## src/rtl/alu_arbiter.sv

```systemverilog
// Purpose : two-requester round-robin arbiter sharing one ALU, result held in a
//           one-entry output register tagged with the requester ID.
// Latency : 1 cycle from request handshake to result on res_*.
// Backpr. : requests are accepted only when the output entry is empty or being
//           drained this cycle; a stalled result holds and both readies drop.
//
// Ports (alu_arbiter):
//   clk_i, rst_i                         clock, synchronous active-high reset
//   reqN_valid_i / reqN_ready_o          request handshake for requester N (N=0,1)
//   reqN_srcA_i, reqN_srcB_i             operands for requester N
//   reqN_ALUCtrl_i                       4-bit opcode for requester N
//   res_valid_o / res_ready_i            result handshake
//   res_data_o, res_id_o                 registered result and producing requester

// Purpose : combinational integer ALU (ADD..SRA), unused opcodes return 0.
// Latency : 0 cycles, purely combinational.
// Backpr. : none; no handshake.
//
// Ports (alu):
//   src_a, src_b   operands; shift amount is src_b[SHIFT_WIDTH-1:0]
//   alu_ctrl       opcode
//   result         operation result, modulo 2^DATA_WIDTH
module alu #(
  parameter int DATA_WIDTH  = 32,
  parameter int SHIFT_WIDTH = 5
) (
  input  logic [DATA_WIDTH-1:0] src_a,
  input  logic [DATA_WIDTH-1:0] src_b,
  input  logic [3:0]            alu_ctrl,
  output logic [DATA_WIDTH-1:0] result
);

  localparam logic [3:0] OP_ADD  = 4'b0000;
  localparam logic [3:0] OP_SUB  = 4'b0001;
  localparam logic [3:0] OP_AND  = 4'b0010;
  localparam logic [3:0] OP_OR   = 4'b0011;
  localparam logic [3:0] OP_XOR  = 4'b0100;
  localparam logic [3:0] OP_SLT  = 4'b0101;
  localparam logic [3:0] OP_SLTU = 4'b0110;
  localparam logic [3:0] OP_SRL  = 4'b0111;
  localparam logic [3:0] OP_SLL  = 4'b1000;
  localparam logic [3:0] OP_SRA  = 4'b1001;

  logic [SHIFT_WIDTH-1:0] shamt;
  logic                   lt_signed;
  logic                   lt_unsigned;

  assign shamt       = src_b[SHIFT_WIDTH-1:0];
  assign lt_signed   = $signed(src_a) < $signed(src_b);
  assign lt_unsigned = src_a < src_b;

  always_comb begin
    result = '0;
    case (alu_ctrl)
      OP_ADD:  result = src_a + src_b;
      OP_SUB:  result = src_a - src_b;
      OP_AND:  result = src_a & src_b;
      OP_OR:   result = src_a | src_b;
      OP_XOR:  result = src_a ^ src_b;
      OP_SLT:  result = {{(DATA_WIDTH-1){1'b0}}, lt_signed};
      OP_SLTU: result = {{(DATA_WIDTH-1){1'b0}}, lt_unsigned};
      OP_SRL:  result = src_a >> shamt;
      OP_SLL:  result = src_a << shamt;
      OP_SRA:  result = $unsigned($signed(src_a) >>> shamt);
      default: result = '0;
    endcase
  end

endmodule

module alu_arbiter #(
  parameter int DATA_WIDTH  = 32,
  parameter int SHIFT_WIDTH = 5
) (
  input  logic                  clk_i,
  input  logic                  rst_i,

  input  logic                  req0_valid_i,
  output logic                  req0_ready_o,
  input  logic [DATA_WIDTH-1:0] req0_srcA_i,
  input  logic [DATA_WIDTH-1:0] req0_srcB_i,
  input  logic [3:0]            req0_ALUCtrl_i,

  input  logic                  req1_valid_i,
  output logic                  req1_ready_o,
  input  logic [DATA_WIDTH-1:0] req1_srcA_i,
  input  logic [DATA_WIDTH-1:0] req1_srcB_i,
  input  logic [3:0]            req1_ALUCtrl_i,

  output logic                  res_valid_o,
  input  logic                  res_ready_i,
  output logic [DATA_WIDTH-1:0] res_data_o,
  output logic                  res_id_o
);

  typedef struct packed {
    logic [3:0]            ctrl;
    logic [DATA_WIDTH-1:0] src_a;
    logic [DATA_WIDTH-1:0] src_b;
  } req_t;

  req_t                  req0;
  req_t                  req1;
  req_t                  sel_req;
  logic                  last_grant;
  logic                  grant;
  logic                  any_valid;
  logic                  can_accept;
  logic                  fire;
  logic [DATA_WIDTH-1:0] alu_result;

  assign req0 = '{ctrl: req0_ALUCtrl_i, src_a: req0_srcA_i, src_b: req0_srcB_i};
  assign req1 = '{ctrl: req1_ALUCtrl_i, src_a: req1_srcA_i, src_b: req1_srcB_i};

  // Output entry frees up either because it is empty or because the consumer
  // is taking it this very cycle, so drain and refill can share one edge.
  assign can_accept = !res_valid_o || res_ready_i;
  assign any_valid  = req0_valid_i || req1_valid_i;

  // Lone requester wins outright; under contention the one that did not win
  // last time goes next.
  always_comb begin
    grant = 1'b0;
    if (req0_valid_i && req1_valid_i) begin
      grant = ~last_grant;
    end else if (req1_valid_i) begin
      grant = 1'b1;
    end
  end

  assign fire         = can_accept && any_valid && !rst_i;
  assign req0_ready_o = fire && (grant == 1'b0) && req0_valid_i;
  assign req1_ready_o = fire && (grant == 1'b1) && req1_valid_i;

  assign sel_req = grant ? req1 : req0;

  alu #(
    .DATA_WIDTH  (DATA_WIDTH),
    .SHIFT_WIDTH (SHIFT_WIDTH)
  ) u_alu (
    .src_a    (sel_req.src_a),
    .src_b    (sel_req.src_b),
    .alu_ctrl (sel_req.ctrl),
    .result   (alu_result)
  );

  // last_grant resets to 1 so requester 0 wins the first contention.
  always_ff @(posedge clk_i) begin
    if (rst_i) begin
      res_valid_o <= 1'b0;
      res_data_o  <= '0;
      res_id_o    <= 1'b0;
      last_grant  <= 1'b1;
    end else if (fire) begin
      res_valid_o <= 1'b1;
      res_data_o  <= alu_result;
      res_id_o    <= grant;
      last_grant  <= grant;
    end else if (res_valid_o && res_ready_i) begin
      // Drained with nothing to refill: data/id keep their last values.
      res_valid_o <= 1'b0;
    end
  end

endmodule

```

## config.mk

```make
export PLATFORM = sky130hd
export DESIGN_NAME = alu_arbiter
export DESIGN_NICKNAME = d
export VERILOG_FILES = /design/src/rtl/alu_arbiter.sv
export SDC_FILE = /design/constraint.sdc
export NUM_CORES = 1
export LEC_CHECK = 0
export ABC_AREA = 1
export ABC_CLOCK_PERIOD_IN_PS = 3100
export BUFFER_PORTS_ARGS = -buffer_cell sky130_fd_sc_hd__buf_4
export CAP_MARGIN = 10
export CORE_MARGIN = 2
export CORE_UTILIZATION = 55
export CTS_BUF_LIST = sky130_fd_sc_hd__clkbuf_2 sky130_fd_sc_hd__clkbuf_4 sky130_fd_sc_hd__clkbuf_8
export DETAILED_ROUTE_END_ITERATION = 8
export PLACE_DENSITY = 0.8
export SYNTH_ARGS = -nofsm -noshare
export SYNTH_HDL_FRONTEND = slang
export SYNTH_SLANG_ARGS = --single-unit
```

## constraint.sdc

```tcl
create_clock -name clk_i -period 3.1 [get_ports clk_i]
set_clock_uncertainty 0.15 [all_clocks]
set_input_delay 0.31 -clock clk_i [delete_from_list [all_inputs] [get_ports clk_i]]
set_output_delay 0.31 -clock clk_i [all_outputs]
set_load 0.05 [all_outputs]
```

==> flow_metrics.py, run 1 <==
metrics = {
    "clocking": {
        "tritoncts_buffers": 5,
        "clock_tree.htree_level_count": 2,
        "tritoncts_num_sinks": 35,
        "clock_path_buffers": 2,
        "cts_root_buffer": "sky130_fd_sc_hd__clkbuf_8",
    },
    "place": {
        "detailedPlace.worstSlack_ns": -0.450,
        "port_buffers": 176,
        "dp.final_hpwl_um": 48900,
        "placer_s_final_routability_congestion_estimate": 1.37,
    },
    "floorplan": {
        "overall_die_width_um": 151,
        "design.portCount": 177,
        "core.rowCount": 53,
        "die_h_um": 151,
        "initial_core_util_pct": 56.4,
    },
    "outcome": {
        "halt_stage": "global routing (5_1_grt)",
        "run_status": "aborted with a tool error",
        "error_line": "[ERROR GRT-0116] Global routing finished with congestion. Check the congestion regions in the DRC Viewer.",
    },
    "logic_synthesis": {
        "yosys_warnings": 0,
        "netlist_instances": 2335,
        "synth_edf_count": 0,
        "synth.top_cell.area_share_pct": 23.2,
        "synth_async_sr_flop_share_pct": 0,
        "yosysMostFrequentCell": "sky130_fd_sc_hd__nand2_1",
        "synthDistinctLibCells": 51,
        "synth-seq-area-share_pct": 5.88,
        "post_synth_most_frequent_cells": "736 x sky130_fd_sc_hd__nand2_1, 430 x sky130_fd_sc_hd__nand3_1, 285 x sky130_fd_sc_hd__inv_1",
        "synth_area_um2": 11900,
        "synthesis.nets": 2574,
        "synth-seq-cells": 35,
        "postSynthAreaPerCell_um2": 5.11,
        "synthTopCellsByArea": "sky130_fd_sc_hd__nand2_1 23%, sky130_fd_sc_hd__nand3_1 18%, sky130_fd_sc_hd__ha_1 10%",
        "cell_type_contributing_the_most_total_cell_area_after_synthesis": "sky130_fd_sc_hd__nand2_1",
        "synthFlopType": "sky130_fd_sc_hd__dfxtp_1",
    },
    "grt": {
        "grt_start_max_net_pins": 48,
        "grt_pass1_wl_um": 109000,
        "grt_remaining_overflow": 38,
        "via_count_of_the_first_global_routing_pass": 20400,
        "groute.usage.overall_pct": 61.3,
    },
}
[metal layers]
layer,GRT overflow,track usage [%]
met4,15,53.5
met2,20,82.6
met3,0,41.1
met1,3,62.7
met5,0,17.7
[kinds of logic after synthesis]
logic type	after synthesis	synth area share, %
compound gates	349	17.4
fa+ha+maj	98	10.4
buf+inv	408	14.2
simple gates	1444	52.0
flops	35	5.88
xor+xnor	1	0.0735
[through the flow]
stage               std cells  utilization, %  cell area [um^2]  hold WS [ns]  TNS (ns)
global placement         3043            75.0             15900         0.290     -5.65
detailed placement       3043            75.0             15900         0.291     -8.05
CTS                      3078            81.4             17200        0.0621    -0.157
floorplan                2335               -             12000         0.229   -0.0397
[timing repair]
item,in CTS
hold buffers,0
setup buffers,24
setup endpoints to repair,27
pin swaps,36
gates resized for setup,257
gates cloned,3
==> inputs of run 2 (changes only) <==
==> config.mk (replaced) <==
export PLATFORM = sky130hd
export DESIGN_NAME = alu_arbiter
export DESIGN_NICKNAME = d
export VERILOG_FILES = /design/src/rtl/alu_arbiter.sv
export SDC_FILE = /design/constraint.sdc
export NUM_CORES = 1
export LEC_CHECK = 0
export ABC_AREA = 1
export ABC_CLOCK_PERIOD_IN_PS = 4000
export BUFFER_PORTS_ARGS = -buffer_cell sky130_fd_sc_hd__buf_4
export CAP_MARGIN = 10
export CORE_MARGIN = 2
export CORE_UTILIZATION = 40
export DETAILED_ROUTE_END_ITERATION = 8
export PLACE_DENSITY_LB_ADDON = 0.15
export SYNTH_ARGS = -nofsm -noshare
export SYNTH_HDL_FRONTEND = slang
export SYNTH_SLANG_ARGS = --single-unit
==> constraint.sdc (replaced) <==
create_clock -name clk_i -period 4 [get_ports clk_i]
set_clock_uncertainty 0.15 [all_clocks]
set_input_delay 0.4 -clock clk_i [delete_from_list [all_inputs] [get_ports clk_i]]
set_output_delay 0.4 -clock clk_i [all_outputs]
set_load 0.05 [all_outputs]
==> flow_metrics.py, run 2 <==
metrics = {
    "floorplan": {
        "design.portCount": 177,
        "coreArea_um2": 29500,
        "die_h_um": 177,
        "dieArea_um2": 31200,
        "overall_die_width_um": 177,
        "initial_core_util_pct": 40.4,
        "core.rowCount": 63,
    },
    "timing": {
        "period_utilization_post_route_pct": 96.6,
        "hold_violations": 0,
        "setup_viol": 0,
        "rsz0062_at_grt": "false",
        "transition_time_of_the_tightest_slew_check_pin_ns": 0.722,
        "clock.fmax_ghz": 0.259,
        "final-max-slew-violation-count": 0,
        "timing.final.crit_period_ns": 3.86,
        "timing.max_slew.rel_slack_pct": 51.4,
        "fin_tns_setup_ns": 0,
        "postLayoutSetupSlackWorst_ns": 0.137,
        "fin_hold_ws_ns": 0.162,
    },
    "routing": {
        "via_count": 17400,
        "drc_errors": 0,
        "drt_first_pass_iters": 6,
        "initialDrtViolationCount": 2243,
        "detail_route.wl_per_cell_um": 23.9,
        "drt-total-wl_um": 69900,
        "antenna_violating_nets_post_route": 0,
        "drt-vias-per-instance": 5.93,
    },
    "grt": {
        "antenna_found_initial": 1,
        "grt_pass1_wl_um": 101000,
        "grt_start_max_net_pins": 75,
        "groute.usage.overall_pct": 43.9,
        "grt_remaining_overflow": 0,
        "via_count_of_the_first_global_routing_pass": 16200,
    },
    "min_path": {
        "hold_class": "in -> reg",
    },
    "logic_synthesis": {
        "synthesis.nets": 2574,
        "netlist_instances": 2335,
        "cell_type_contributing_the_most_total_cell_area_after_synthesis": "sky130_fd_sc_hd__nand2_1",
        "yosys_warnings": 0,
        "synth-seq-cells": 35,
        "synth_edf_count": 0,
        "synth_async_sr_flop_share_pct": 0,
        "yosysMostFrequentCell": "sky130_fd_sc_hd__nand2_1",
        "synth_area_um2": 11900,
        "synth.top_cell.area_share_pct": 23.2,
        "synthFlopType": "sky130_fd_sc_hd__dfxtp_1",
        "synthDistinctLibCells": 51,
        "post_synth_most_frequent_cells": "736 x sky130_fd_sc_hd__nand2_1, 430 x sky130_fd_sc_hd__nand3_1, 285 x sky130_fd_sc_hd__inv_1",
        "synthTopCellsByArea": "sky130_fd_sc_hd__nand2_1 23%, sky130_fd_sc_hd__nand3_1 18%, sky130_fd_sc_hd__ha_1 10%",
        "postSynthAreaPerCell_um2": 5.11,
        "synth-seq-area-share_pct": 5.88,
    },
    "clocking": {
        "clock_tree.htree_level_count": 2,
        "clock_tree_from_tritoncts": "built",
        "cts_root_buffer": "sky130_fd_sc_hd__clkbuf_16",
        "clock_path_buffers": 2,
        "tritoncts_num_sinks": 35,
        "clk_pin_slew_ns": 0.06,
        "tritoncts_buffers": 5,
        "insertion_delay_of_the_later_clocked_pin_in_the_worst_skew_pair_ns": 0.29,
    },
    "power_and_ir_drop": {
        "combPwrFrac_pct": 80.9,
        "internal_power_mw": 1.73,
        "p_per_area_nw_per_um2": 308,
        "power.clock.fraction_pct": 9.3,
        "power.share.sequential_pct": 9.8,
        "power.leakage_nw": 7.79,
        "power_switching_mw": 2.71,
        "power.ir.vdd_worst_v": 0.000151,
        "sw_frac_of_total_pct": 61.1,
    },
    "worst_setup_path": {
        "cp-end-kind": "flip-flop",
        "cell_by_cell_listing_of_the_critical_path": "nand2_4 -> nand2_4 -> buf_6 -> o21ai_0 -> ha_1 -> inv_1 -> a21oi_1 -> o21ai_0 -> buf_4 -> nand2_1 -> nand2_1 -> inv_1 -> nand2_1 -> nand2_1 -> nand3_1 -> nand2_1 -> inv_1 -> nand3_1 -> nand2_1 -> nand2_1",
        "critical_path.startpoint_type": "flip-flop",
        "critical_path_class": "reg -> reg",
        "critical_path_fanouts_max": 26,
        "timing.critical_path.slowest_cell_delay_ns": 0.60,
        "cp_data_required_time_ns": 4.04,
        "crit_path_frequent_cell": "sky130_fd_sc_hd__nand2_1",
        "timing.critical_path.slowest_stage_cell": "sky130_fd_sc_hd__o21ai_0",
        "arrival_time_worst_endpoint_ns": 3.90,
    },
    "final_layout": {
        "utilization_pct": 48.8,
        "highest_count_cells_in_the_layout_ignoring_fill_and_taps": "736 x sky130_fd_sc_hd__nand2_1, 430 x sky130_fd_sc_hd__nand3_1, 293 x sky130_fd_sc_hd__buf_4, 285 x sky130_fd_sc_hd__inv_1, 187 x sky130_fd_sc_hd__nor2_1",
        "layout-area-overhead-vs-synth_pct": 20.8,
        "largest_reg_flops": 32,
        "post_layout_nonfiller_instances": 2930,
        "share_of_layout_cells_above_drive_strength_1_pct": 15.4,
        "registers.top_by_ff_count": "res_data_o",
        "most_common_library_cell_in_the_layout_ignoring_fill_and_taps": "sky130_fd_sc_hd__nand2_1",
        "antenna-diode-count": 0,
        "layout.nets": 2778,
        "final.fill_count": 3279,
    },
    "job": {
        "max_cap_viol_count": 0,
    },
    "place": {
        "port_buffers": 176,
        "dp.final_hpwl_um": 58900,
        "detailedPlace.worstSlack_ns": -0.0773,
        "numPlacedInstances": 2922,
        "placer_s_final_routability_congestion_estimate": 1.09,
    },
    "outcome": {
        "run_status": "complete, no violations",
    },
}
[run 2: cell counts after synthesis]
Identical to the previous run, type by type.
[run 2: final timing paths]
check / from / to / slack [ns] / cells past startpoint
setup / recovery: last_grant$_SDFFE_PP1P_ / res_data_o[14]$_SDFFE_PP0P_ / 0.14 / 20
hold / removal: rst_i / res_valid_o$_SDFFE_PP0P_ / 0.16 / 2
setup reg to reg: last_grant$_SDFFE_PP1P_ / res_data_o[14]$_SDFFE_PP0P_ / 0.14 / 20
hold reg to reg: res_data_o[13]$_SDFFE_PP0P_ / res_data_o[13]$_SDFFE_PP0P_ / 0.30 / 2
[run 2: per-layer routing]
layer  share of wire (%)  routed length, um  up-vias  track usage, %
li1                    -                  -     8022               -
met1                  39              27000     7919            55.3
met2                  43              30100     1192            68.9
met3                  11               7910      227            8.51
met4                 7.1               4960        2            26.7
met5               0.016                 11        -               0
[run 2: power by group through the flow]
stage | Combinational (mW) | Sequential (mW) | Clock, mW
2_1_floorplan | 1.91 | 0.570 | 0
3_3_place_gp | 3.44 | 0.440 | 0
3_5_place_dp | 3.44 | 0.441 | 0
4_1_cts | 3.46 | 0.433 | 0.413
5_1_grt | 3.82 | 0.436 | 0.423
6_report | 3.59 | 0.435 | 0.412
[run 2: area by class of cell]
cell class                 count  area (um^2)  share of cell area (%)
multi-input combinational   1892         9550                    66.3
tap                          390          488                    3.39
timing repair buffer         303         2390                    16.6
inverter                     302         1130                    7.87
clock inverter                 2         12.5                  0.0869
clock buffer                   6          129                   0.895
sequential                    35          701                    4.87
[run 2: worst max-delay path: cells and delay by family, from the launching register on]
family          cells  cell delay, ns
flops               1            0.33
simple gates       11            1.07
buf+inv             5            0.69
compound gates      3            1.03
fa+ha+maj           1            0.44
[run 2: cell families (layout without fill, tap and decap cells)]
logic type	count (synthesis)	count (layout)	synth area share, %
AND/OR/NAND/NOR	1444	1444	52.0
buffers and inverters	408	613	14.2
AO/OA/AOI/OAI	349	349	17.4
adder cells (fa/ha/maj)	98	98	10.4
flip-flops	35	35	5.88
XOR/XNOR	1	1	0.0735
[run 2: repair_timing]
action | in CTS | in global routing
setup endpoints to repair | 0 | 6
hold endpoints to repair | 0 | 0
hold buffers | 0 | 0
resized for setup | 0 | 4
setup buffers | 0 | 0
[run 2: metrics by stage]
step | total power [mW] | cell area [um^2]
3_3_place_gp | 3.88 | 14200
3_5_place_dp | 3.89 | 14200
4_1_cts | 4.30 | 14400
5_1_grt | 4.67 | 14400
6_report | 4.44 | 14400
2_1_floorplan | 2.48 | 11900
No activity file was read; power rests on OpenSTA's default activity.
==> inputs of run 3 (changes only) <==
--- a/config.mk
+++ b/config.mk
@@ -12,6 +12,8 @@
 export CORE_MARGIN = 2
 export CORE_UTILIZATION = 40
 export DETAILED_ROUTE_END_ITERATION = 8
+export HOLD_SLACK_MARGIN = 0.03
+export MAX_ROUTING_LAYER = met4
 export PLACE_DENSITY_LB_ADDON = 0.15
 export SYNTH_ARGS = -nofsm -noshare
 export SYNTH_HDL_FRONTEND = slang
==> flow_metrics.py, run 3 (synthesized netlist as in run 2, its figures left out) <==
metrics = {
    "outcome": {
        "run_status": "complete, no violations",
    },
    "worst_setup_path": {
        "timing.critical_path.slowest_cell_delay_ns": 0.42,
        "r2r_slack_ns": 0.17,
        "worstReg2RegStart": "last_grant$_SDFFE_PP1P_",
        "critical_path_class": "reg -> reg",
        "worstReg2RegEnd": "res_data_o[30]$_SDFFE_PP0P_",
        "r2r.worst_path.cells": 19,
        "critical_path_fanouts_max": 30,
        "arrival_time_worst_endpoint_ns": 3.88,
        "cell_by_cell_listing_of_the_critical_path": "nand2_4 -> nand2_4 -> buf_6 -> nand2_1 -> o21ai_2 -> inv_1 -> ha_1 -> inv_1 -> nand2_1 -> nor2_1 -> inv_1 -> nor3_1 -> nand2_1 -> nand2_1 -> nand2_1 -> nand3_1 -> nand3_1 -> nand2_1 -> nand2_1",
        "crit_path_frequent_cell": "sky130_fd_sc_hd__nand2_1",
        "cp-end-kind": "flip-flop",
        "cp_data_required_time_ns": 4.04,
        "critical_path.startpoint_type": "flip-flop",
        "timing.critical_path.slowest_stage_cell": "sky130_fd_sc_hd__nor3_1",
    },
    "routing": {
        "via_count": 17300,
        "drc_errors": 0,
        "drt-total-wl_um": 69600,
        "detail_route.wl_per_cell_um": 23.9,
        "antenna_violating_nets_post_route": 0,
        "initialDrtViolationCount": 2402,
        "drt_first_pass_iters": 9,
        "drt-vias-per-instance": 5.93,
    },
    "timing": {
        "final-max-slew-violation-count": 0,
        "rsz0062_at_grt": "false",
        "clock.fmax_ghz": 0.261,
        "period_utilization_post_route_pct": 95.8,
        "postLayoutSetupSlackWorst_ns": 0.168,
        "transition_time_of_the_tightest_slew_check_pin_ns": 0.891,
        "fin_hold_ws_ns": 0.149,
        "timing.final.crit_period_ns": 3.83,
        "hold_violations": 0,
        "timing.max_slew.rel_slack_pct": 40.5,
        "setup_viol": 0,
    },
    "place": {
        "detailedPlace.worstSlack_ns": -0.104,
        "port_buffers": 176,
        "placer_s_final_routability_congestion_estimate": 1.19,
        "dp.final_hpwl_um": 58900,
    },
    "floorplan": {
        "core.rowCount": 63,
        "dieArea_um2": 31200,
        "design.portCount": 177,
        "initial_core_util_pct": 40.4,
        "die_h_um": 177,
        "coreArea_um2": 29500,
        "overall_die_width_um": 177,
    },
    "clocking": {
        "clock_path_buffers": 2,
        "clock_tree_from_tritoncts": "built",
        "tritoncts_buffers": 5,
        "cts_root_buffer": "sky130_fd_sc_hd__clkbuf_16",
        "post_cts_hold_buffer_count": 0,
        "cts_post_setup_buffers_inserted": 0,
        "clock_tree.htree_level_count": 2,
        "tritoncts_num_sinks": 35,
        "insertion_delay_of_the_later_clocked_pin_in_the_worst_skew_pair_ns": 0.30,
        "clk_pin_slew_ns": 0.07,
    },
    "final_layout": {
        "layout-area-overhead-vs-synth_pct": 19.9,
        "share_of_layout_cells_above_drive_strength_1_pct": 15.2,
        "layout.nets": 2765,
        "largest_reg_flops": 32,
        "most_common_library_cell_in_the_layout_ignoring_fill_and_taps": "sky130_fd_sc_hd__nand2_1",
        "highest_count_cells_in_the_layout_ignoring_fill_and_taps": "735 x sky130_fd_sc_hd__nand2_1, 430 x sky130_fd_sc_hd__nand3_1, 284 x sky130_fd_sc_hd__inv_1, 283 x sky130_fd_sc_hd__buf_4, 187 x sky130_fd_sc_hd__nor2_1",
        "registers.top_by_ff_count": "res_data_o",
        "antenna-diode-count": 0,
    },
    "job": {
        "max_cap_viol_count": 0,
    },
    "grt": {
        "via_count_of_the_first_global_routing_pass": 15900,
        "grt_start_max_net_pins": 69,
        "grt_pass1_wl_um": 100000,
        "grt_remaining_overflow": 0,
        "antenna_found_initial": 0,
        "groute.usage.overall_pct": 44.6,
    },
    "power_and_ir_drop": {
        "internal_power_mw": 1.76,
        "power.leakage_nw": 7.73,
        "power_switching_mw": 2.70,
        "p_per_area_nw_per_um2": 311,
        "power.clock.fraction_pct": 11.0,
        "combPwrFrac_pct": 79.1,
        "power.share.sequential_pct": 9.9,
        "total_power_mw": 4.45,
        "sw_frac_of_total_pct": 60.6,
        "power.ir.vdd_worst_v": 0.000170,
    },
    "min_path": {
        "min_delay_path_depth": 2,
        "worst_min_path_start": "rst_i",
        "hold_class": "in -> reg",
        "timing.hold.worst_endpoint": "res_valid_o$_SDFFE_PP0P_",
    },
}
==> run 3: changes by cell type in the layout (fill, tap and decap cells not counted), sizes merged <==
| cell | change |
|---|---|
| buf | -13 |
| bufinv | +1 |
| clkbuf | -1 |
| clkinv | +1 |
| clkinvlp | -1 |
==> run 3: repair_timing <==
action	in CTS	in global routing
endpoints found under the hold margin	0	0
endpoints found under the setup margin	0	14
gates resized for setup	0	14
==> run 3: routing by layer <==
metal	part of all wire, %	vias up	GRT usage [%]	wire [um]
met4	7.5	0	25.8	5210
met2	42	1282	67.9	29400
met5	0	-	-	0
li1	-	7982	-	-
met1	37	7783	53.0	26000
met3	13	254	11.8	9020
==> run 3: worst max-delay path, delay by kind of cell (launching register included) <==
| kind | cells | cell delay [ns] |
|---|---|---|
| DFF | 1 | 0.37 |
| buffers and inverters | 4 | 0.73 |
| adders and majority gates | 1 | 0.41 |
| AOI/OAI and AO/OA | 1 | 0.08 |
| and+or+nand+nor | 13 | 1.95 |
==> run 3: cell type report <==
cell class                      instances  area, um^2
Timing Repair Buffer                  290        2250
Multi-Input combinational cell       1892        9560
Clock inverter                          3        43.8
Inverter                              302        1130
Tap cell                              390         488
Fill cell                            3274       15200
Clock buffer                            5         125
Sequential cell                        35         701
==> run 3: how the worst max path moves through the flow <==
stage	start	slack, ns	end	cells past startpoint
finish	last_grant$_SDFFE_PP1P_	0.17	res_data_o[30]$_SDFFE_PP0P_	19
detailed placement	req0_valid_i	-0.10	res_data_o[16]$_SDFFE_PP0P_	18
global route	last_grant$_SDFFE_PP1P_	0.01	res_data_o[22]$_SDFFE_PP0P_	17
floorplan	req0_valid_i	0.53	res_data_o[21]$_SDFFE_PP0P_	21
CTS	last_grant$_SDFFE_PP1P_	0.07	res_data_o[16]$_SDFFE_PP0P_	17
global placement	req0_valid_i	-0.11	res_data_o[16]$_SDFFE_PP0P_	18
==> run 3: power groups by stage <==
stage | clock [mW] | sequential [mW] | combinational (mW)
floorplan | 0 | 0.570 | 1.91
global placement | 0 | 0.448 | 3.36
detailed placement | 0 | 0.448 | 3.36
CTS | 0.485 | 0.440 | 3.37
global route | 0.499 | 0.442 | 3.74
finish | 0.490 | 0.442 | 3.52
==> run 3: per-stage QoR <==
step                      std cells  utilization [%]  setup TNS [ns]  cell area (um^2)
after floorplan                2335                -               0             11900
after global placement         2909             47.8          -0.240             14100
after detailed placement       2909             47.8          -0.182             14100
after CTS                      2917             48.4               0             14300
after global routing           2917             48.5               0             14300
final                          2917             48.5               0             14300
==> inputs of run 4 (changes only) <==
--- a/config.mk
+++ b/config.mk
@@ -15,6 +15,7 @@
 export HOLD_SLACK_MARGIN = 0.03
 export MAX_ROUTING_LAYER = met4
 export PLACE_DENSITY_LB_ADDON = 0.15
+export SETUP_SLACK_MARGIN = 0.4
 export SYNTH_ARGS = -nofsm -noshare
 export SYNTH_HDL_FRONTEND = slang
 export SYNTH_SLANG_ARGS = --single-unit
==> flow_metrics.py, run 4 (synthesized netlist as in run 2, its figures left out) <==
metrics = {
    "outcome": {
        "run_status": "complete, no violations",
    },
    "final_layout": {
        "highest_count_cells_in_the_layout_ignoring_fill_and_taps": "731 x sky130_fd_sc_hd__nand2_1, 429 x sky130_fd_sc_hd__nand3_1, 293 x sky130_fd_sc_hd__buf_4, 280 x sky130_fd_sc_hd__inv_1, 181 x sky130_fd_sc_hd__nor2_1",
        "layout.nets": 2779,
        "largest_reg_flops": 32,
        "antenna-diode-count": 0,
        "most_common_library_cell_in_the_layout_ignoring_fill_and_taps": "sky130_fd_sc_hd__nand2_1",
        "registers.top_by_ff_count": "res_data_o",
        "share_of_layout_cells_above_drive_strength_1_pct": 17.6,
        "final.fill_count": 3254,
        "layout-area-overhead-vs-synth_pct": 23.3,
    },
    "place": {
        "placer_s_final_routability_congestion_estimate": 1.19,
        "port_buffers": 176,
        "dp.final_hpwl_um": 58900,
    },
    "worst_setup_path": {
        "critical_path_fanouts_max": 28,
        "critical_path_class": "reg -> reg",
        "cp-end-kind": "flip-flop",
        "cp_data_required_time_ns": 4.08,
        "critical_path.startpoint_type": "flip-flop",
        "r2r.worst_path.cells": 18,
        "arrival_time_worst_endpoint_ns": 3.59,
    },
    "timing": {
        "timing.max_slew.rel_slack_pct": 40.8,
        "rsz0062_at_grt": "true",
        "clock.fmax_ghz": 0.285,
        "transition_time_of_the_tightest_slew_check_pin_ns": 0.885,
        "hold_violations": 0,
        "timing.final.crit_period_ns": 3.51,
        "period_utilization_post_route_pct": 87.8,
        "setup_viol": 0,
        "final-max-slew-violation-count": 0,
        "fin_hold_ws_ns": 0.149,
        "fin_tns_setup_ns": 0,
    },
    "routing": {
        "via_count": 17300,
        "initialDrtViolationCount": 2366,
        "drc_errors": 0,
        "drt-vias-per-instance": 5.89,
        "drt_first_pass_iters": 9,
        "drt-total-wl_um": 70100,
        "antenna_violating_nets_post_route": 0,
        "detail_route.wl_per_cell_um": 23.9,
    },
    "power_and_ir_drop": {
        "power.leakage_nw": 7.80,
        "total_power_mw": 4.58,
        "power.ir.vdd_worst_v": 0.000172,
        "p_per_area_nw_per_um2": 311,
    },
    "grt": {
        "grt_remaining_overflow": 0,
        "groute.usage.overall_pct": 44.6,
        "via_count_of_the_first_global_routing_pass": 16000,
        "antenna_found_initial": 0,
        "grt_start_max_net_pins": 69,
        "grt_pass1_wl_um": 100000,
    },
    "floorplan": {
        "initial_core_util_pct": 40.4,
        "die_h_um": 177,
        "design.portCount": 177,
        "overall_die_width_um": 177,
        "core.rowCount": 63,
        "dieArea_um2": 31200,
        "coreArea_um2": 29500,
    },
    "clocking": {
        "clock_tree.htree_level_count": 2,
        "clk_pin_slew_ns": 0.07,
        "tritoncts_num_sinks": 35,
        "insertion_delay_of_the_later_clocked_pin_in_the_worst_skew_pair_ns": 0.30,
        "cts_root_buffer": "sky130_fd_sc_hd__clkbuf_16",
        "clock_tree_from_tritoncts": "built",
        "tritoncts_buffers": 5,
        "post_cts_hold_buffer_count": 0,
        "clock_path_buffers": 2,
    },
    "min_path": {
        "hold_class": "in -> reg",
        "min_delay_path_depth": 2,
    },
    "job": {
        "max_cap_viol_count": 0,
    },
}
==> run 4: metal layers <==
| metal | up-vias | global-route usage [%] | share of wire [%] |
|---|---|---|---|
| met2 | 1194 | 67.1 | 42 |
| met4 | 0 | 27.9 | 8.0 |
| met5 | - | - | 0 |
| met1 | 7800 | 52.5 | 38 |
| met3 | 267 | 12.3 | 12 |
| li1 | 8010 | - | - |
==> run 4: final cells by class <==
| class | count | area [um^2] | area share, % |
|---|---|---|---|
| tap | 390 | 488 | 3.32 |
| multi-input combinational | 1893 | 9840 | 66.9 |
| sequential | 35 | 702 | 4.77 |
| timing repair buffer | 303 | 2370 | 16.1 |
| clock buffer | 5 | 125 | 0.851 |
| inverter | 302 | 1140 | 7.73 |
| clock inverter | 3 | 43.8 | 0.298 |
==> run 4: power by group <==
group          leakage, nW  total, mW  switching, mW  internal [mW]
logic                 7.43       3.64           2.50           1.14
registers            0.287      0.443         0.0499          0.393
clock network       0.0838      0.491          0.195          0.295
total                 7.80       4.58           2.75           1.83
==> run 4: final timing paths <==
path,to,from,slack [ns]
worst max-delay path,res_data_o[11]$_SDFFE_PP0P_,last_grant$_SDFFE_PP1P_,0.49
worst min-delay path,res_valid_o$_SDFFE_PP0P_,rst_i,0.15
worst max register to register,res_data_o[11]$_SDFFE_PP0P_,last_grant$_SDFFE_PP1P_,0.49
worst min register to register,res_data_o[7]$_SDFFE_PP0P_,res_data_o[7]$_SDFFE_PP0P_,0.30
==> run 4: per-stage QoR <==
stage | std cells | worst slack, ns | instance area [um^2] | util [%]
after CTS | 2919 | 0.399 | 14300 | 48.6
after detailed placement | 2909 | -0.104 | 14100 | 47.8
final | 2931 | 0.489 | 14700 | 49.9
after global placement | 2909 | -0.108 | 14100 | 47.8
after floorplan | 2335 | 0.533 | 11900 | -
after global routing | 2931 | 0.356 | 14700 | 49.9
==> run 4: worst max-delay path, cell delays in order, from the launching register on <==
cell and delay, ns:
sky130_fd_sc_hd__dfxtp_2 0.38, sky130_fd_sc_hd__nand2_8 0.11, sky130_fd_sc_hd__nand2_8 0.13, sky130_fd_sc_hd__buf_6 0.15, sky130_fd_sc_hd__inv_2 0.04, sky130_fd_sc_hd__buf_4 0.16
sky130_fd_sc_hd__or2_1 0.25, sky130_fd_sc_hd__o21ai_4 0.16, sky130_fd_sc_hd__inv_2 0.07, sky130_fd_sc_hd__buf_4 0.27, sky130_fd_sc_hd__nor2_4 0.46, sky130_fd_sc_hd__inv_2 0.21
sky130_fd_sc_hd__o22ai_1 0.18, sky130_fd_sc_hd__inv_1 0.06, sky130_fd_sc_hd__nand2_1 0.13, sky130_fd_sc_hd__nand2_1 0.15, sky130_fd_sc_hd__nand3b_1 0.19, sky130_fd_sc_hd__nand2_1 0.08
sky130_fd_sc_hd__nand2_1 0.07
==> run 4: repair_timing <==
| item | CTS | global route |
|---|---|---|
| pin swaps | 2 | 9 |
| gates cloned | 0 | 2 |
| resized for setup | 21 | 76 |
| setup endpoints to repair | 22 | 24 |
| setup buffers | 2 | 10 |
